File: src/rtl/fifo_pkg.sv
// Shared sizing, default levels and pointer/count types
// for the 16x8 FIFO controller.
package fifo_pkg;
  localparam int FIFO_AW = 4;
  localparam int FIFO_DEPTH = 16;
  localparam int FIFO_DW = 8;
  localparam int FIFO_AF_LEVEL = 14;
  localparam int FIFO_AE_LEVEL = 2;

  typedef logic [FIFO_AW-1:0] ptr_t;
  typedef logic [FIFO_AW:0] cnt_t;
endpackage

File: src/rtl/fifo_ptr.sv
// Wrapping AW-bit pointer with async active-high reset
// and an increment enable.
module fifo_ptr #(
  parameter int AW = 4
) (
  input  logic          clk,
  input  logic          rst,
  input  logic          inc,
  output logic [AW-1:0] ptr
);
  always_ff @(posedge clk or posedge rst) begin
    if (rst) begin
      ptr <= '0;
    end else if (inc) begin
      ptr <= ptr + AW'(1);
    end
  end
endmodule

File: src/rtl/fifo_ctrl16.sv
// Pointer/flag controller for a first-word-fall-through FIFO
// built on a sync-write/async-read memory.
import fifo_pkg::*;

module fifo_ctrl16 #(
  parameter int AW = FIFO_AW,
  parameter int AF_LEVEL = FIFO_AF_LEVEL,
  parameter int AE_LEVEL = FIFO_AE_LEVEL
) (
  input  logic          CLK,
  input  logic          RST,
  input  logic          PUSH,
  input  logic          POP,
  output logic          WE,
  output logic [AW-1:0] WADD,
  output logic [AW-1:0] RADD,
  output logic          FULL,
  output logic          EMPTY,
  output logic          ALMOST_FULL,
  output logic          ALMOST_EMPTY,
  output logic [AW:0]   COUNT,
  output logic          OVF,
  output logic          UDF
);
  localparam logic [AW:0] DEPTH_C = (AW+1)'(1) << AW;
  localparam logic [AW:0] AF_C = (AW+1)'(AF_LEVEL);
  localparam logic [AW:0] AE_C = (AW+1)'(AE_LEVEL);

  logic push_ok;
  logic pop_ok;
  logic [AW:0] next_count;

  // A full FIFO still takes a push when the head leaves the same cycle.
  assign push_ok = PUSH & (~FULL | POP);
  assign pop_ok = POP & ~EMPTY;
  assign WE = push_ok & ~RST;

  fifo_ptr #(.AW(AW)) u_wptr (
    .clk(CLK),
    .rst(RST),
    .inc(push_ok),
    .ptr(WADD)
  );

  fifo_ptr #(.AW(AW)) u_rptr (
    .clk(CLK),
    .rst(RST),
    .inc(pop_ok),
    .ptr(RADD)
  );

  always_comb begin
    next_count = COUNT;
    unique case (1'b1)
      push_ok & ~pop_ok: next_count = COUNT + (AW+1)'(1);
      pop_ok & ~push_ok: next_count = COUNT - (AW+1)'(1);
      default: next_count = COUNT;
    endcase
  end

  always_ff @(posedge CLK or posedge RST) begin
    if (RST) begin
      COUNT <= '0;
      FULL <= 1'b0;
      EMPTY <= 1'b1;
      ALMOST_FULL <= (AF_C == '0);
      ALMOST_EMPTY <= 1'b1;
      OVF <= 1'b0;
      UDF <= 1'b0;
    end else begin
      COUNT <= next_count;
      FULL <= (next_count == DEPTH_C);
      EMPTY <= (next_count == '0);
      ALMOST_FULL <= (next_count >= AF_C);
      ALMOST_EMPTY <= (next_count <= AE_C);
      OVF <= PUSH & ~push_ok;
      UDF <= POP & ~pop_ok;
    end
  end
endmodule
File: config.mk
export PLATFORM = sky130hd
export DESIGN_NAME = fifo_ctrl16
export DESIGN_NICKNAME = d
export VERILOG_FILES = /design/src/rtl/fifo_pkg.sv /design/src/rtl/fifo_ptr.sv /design/src/rtl/fifo_ctrl16.sv
export SDC_FILE = /design/constraint.sdc
export NUM_CORES = 1
export LEC_CHECK = 0
export ABC_AREA = 1
export CAP_MARGIN = 20
export CORE_MARGIN = 3
export CORE_UTILIZATION = 54
export CTS_CLUSTER_DIAMETER = 100
export DETAILED_ROUTE_END_ITERATION = 16
export DONT_BUFFER_PORTS = 1
export PLACE_DENSITY = 0.75
export SKIP_LAST_GASP = 1
export SLEW_MARGIN = 15
export SYNTH_ARGS = -nofsm -noshare
export SYNTH_HDL_FRONTEND = slang
export SYNTH_SLANG_ARGS = --single-unit
File: constraint.sdc
create_clock -name CLK -period 2.2 [get_ports CLK]
set_clock_uncertainty 0.15 [all_clocks]
set_input_delay 0.44 -clock CLK [delete_from_list [all_inputs] [get_ports CLK]]
set_output_delay 0.44 -clock CLK [all_outputs]
set_load 0.03 [all_outputs]
==> results.md <==
- TritonCTS Buffers: 3
- Crit path largest cell delay: between 0.5 and 0.6 ns
- Via density: approximately 5.0
- Horiz. Die Dim: about 50 µm
- Vias in the first global route: approximately 750
- Maximum clock frequency: ~0.48 GHz
- Tmin final: slightly above 2 ns
- Clock Latency Late Sink: ~0.30 ns
- GR Util All Layers: between 15 and 20%
- Worst-path fanout max: 6
- HP Class: in2async
- Critical Path RT: about 2.3 ns
- Fin Hold WS: -0.0205 ns
- Seq cells post-synth: 19
- Dpl ws: -0.0260 ns
- Mapped Area: 1040 µm²
- CTS sink cnt: 19
- Pin count of the biggest net entering global routing: 20
- Antenna violations before repair: 0
- R2r worst-path depth: 8
- Core box area: 1760 µm²
- Port bufs: 0
- Slowest-stage cell, CP: dfstp_2
- Antenna Violating Nets Remaining: 0
- Via count: about 760
- Netlist cell types: 20
- Mapped Avg Cell Area: around 9 µm²
- TritonRoute pass-1 iters: 4
- Status: complete, but fails checks
- Max-cap violations: 0
- # H-tree levels: 1
- CP Capture Type: register
- CP arrival: around 2.1 ns
- Drt wl/cell: 12.8 µm
- Final setup margin: between 0.1 and 0.15 ns
- Post-CTS setup buffers: 0
- Hpwl dp: around 1.5 mm
- Critical Path Start Type: register
- Violation count after the first detailed-routing iteration: 13
- Syn Inst Count: ~120
- Die H: around 50 µm
- FILL cells: approximately 160
- Final wirelength: between 1.5 and 2 mm
- Critical path class: reg2reg
- Final setup viols: 0
- Register-to-register setup slack: 0.13 ns
- Most frequent CP cell: nor2_2
- Die ar.: roughly 2500 µm²
- Commonest cells after routing, fill and taps aside: nand2_1, dfrtp_1, inv_1
- Row count: 15
- Clock tree buffer depth: 2
- R2r endpoint: FULL$_DFF_PP0_
- Critical path cell sequence: nor2_2 > buf_4 > ha_1 > xor2_1 > nand2_1 > nor2_2 > nand3_2 > nor2_1
- Routability congestion estimate: around 0.79
- CTS clk-pin slew, worst paths: approximately 0.11 ns
- Ratio of cells with drive above 1 in the final layout: about a third
- DRC viols: 0
- First-pass GRT wire length: 3.22 mm
- Slew @ Worst Pin: ~0.7 ns
- Antenna Cells: 0
- R2r startpoint: EMPTY$_DFF_PP1_
- Most common cell after layout, fill and taps aside: nand2_1
- Seq/Total Area, Yosys: between 40 and 50%
- Slew Viols, Final: 0
- CTS Hold Bufs: 0
- Hold Vio Cnt, Final: 17
- # IOs: 24
- Synth warn: 0
- PostCTS Resize Cnt: 0
- Slew headroom: 52.9%
- Nets: 139
- CTS tree: built
- Final Cycle Share: about 94%
- P&R area growth vs syn: 14.5%
- Gr ovfl total: 0
- Failing checks: hold timing
- CTS Root Cell: clkbuf_4
- Post-synthesis net count: 126
- Initial core utilization: roughly three fifths
[final cells by class]
class	count	area (µm²)	area share (%)
flip-flops and latches	19	479	40.4
repair buffers	8	60.1	5.06
clock buffers	4	26.3	2.22
multi-input cells	79	522	44.0
well taps	25	31.3	2.64
inverters	18	67.6	5.70
[sequential cells by signal (all words and copies together), names as in the netlist]
name and cells:
ALMOST_EMPTY 1, ALMOST_FULL 1, COUNT 5, EMPTY 1, FULL 1, OVF 1
UDF 1, u_rptr.ptr 4, u_wptr.ptr 4
[worst max-delay path: cells and delay by family, from the launching register on]
| family | cells | cell delay [ns] |
|---|---|---|
| DFF | 1 | 0.55 |
| and+or+nand+nor | 5 | 0.46 |
| adders and majority gates | 1 | 0.41 |
| buffers and inverters | 1 | 0.15 |
| xor gates and xnor gates | 1 | 0.27 |
[layer usage]
metal  track usage (%)  routed length [µm]
met5                 0                   0
met3              5.44                 142
met4              4.15                  34
met2              29.5                 990
met1              20.4                 797
[through the flow]
stage | hold WS [ns] | TNS, ns | util [%] | instances | area [µm²]
floorplan | 0.240 | 0 | - | 116 | 1050
global placement | 0.318 | 0 | 65.0 | 149 | 1150
detailed placement | 0.336 | -0.0300 | 65.0 | 149 | 1150
CTS | 0.0127 | 0 | 66.5 | 153 | 1170
global route | 0.0156 | -0.00552 | 67.2 | 153 | 1190
finish | -0.0205 | 0 | 67.2 | 153 | 1190
[logic make-up (layout without fill, tap and decap cells)]
logic type	after synthesis	count (layout)	synth area share, %
xor+xnor	8	8	6.76
mux	2	2	2.17
compound gates	3	3	1.93
fa+ha+maj	6	6	7.25
flops	19	19	46.1
buf+inv	18	30	6.52
simple gates	60	60	29.2
[Yosys cell counts]
library cell   n  area (µm²)
a21oi_1        1        5.00
dfrtp_1       17         425
dfstp_2        2        52.6
ha_1           6        75.1
inv_1         14        52.6
inv_2          4        15.0
mux2_2         2        22.5
nand2_1       26        97.6
nand2_2        5        31.3
nand3_1        8        40.0
nand3_2        6        60.1
nand4_1        1        6.26
nor2_1        10        37.5
nor2_2         1        6.26
nor2_4         1        11.3
o21a_1         1        7.51
o21bai_1       1        7.51
or2_2          2        12.5
xnor2_1        5        43.8
xor2_1         3        26.3
[worst max-delay path by stage]
stage                         start              to  depth (start not counted)
global route        EMPTY$_DFF_PP1_  FULL$_DFF_PP0_                          8
floorplan                       POP  FULL$_DFF_PP0_                         14
CTS                  FULL$_DFF_PP0_  FULL$_DFF_PP0_                         12
detailed placement              POP  FULL$_DFF_PP0_                         14
finish              EMPTY$_DFF_PP1_  FULL$_DFF_PP0_                          8
global placement                POP  FULL$_DFF_PP0_                         14
Power is not shown: default switching activity piles up to over one toggle a cycle in this logic, so the estimate is an artifact.
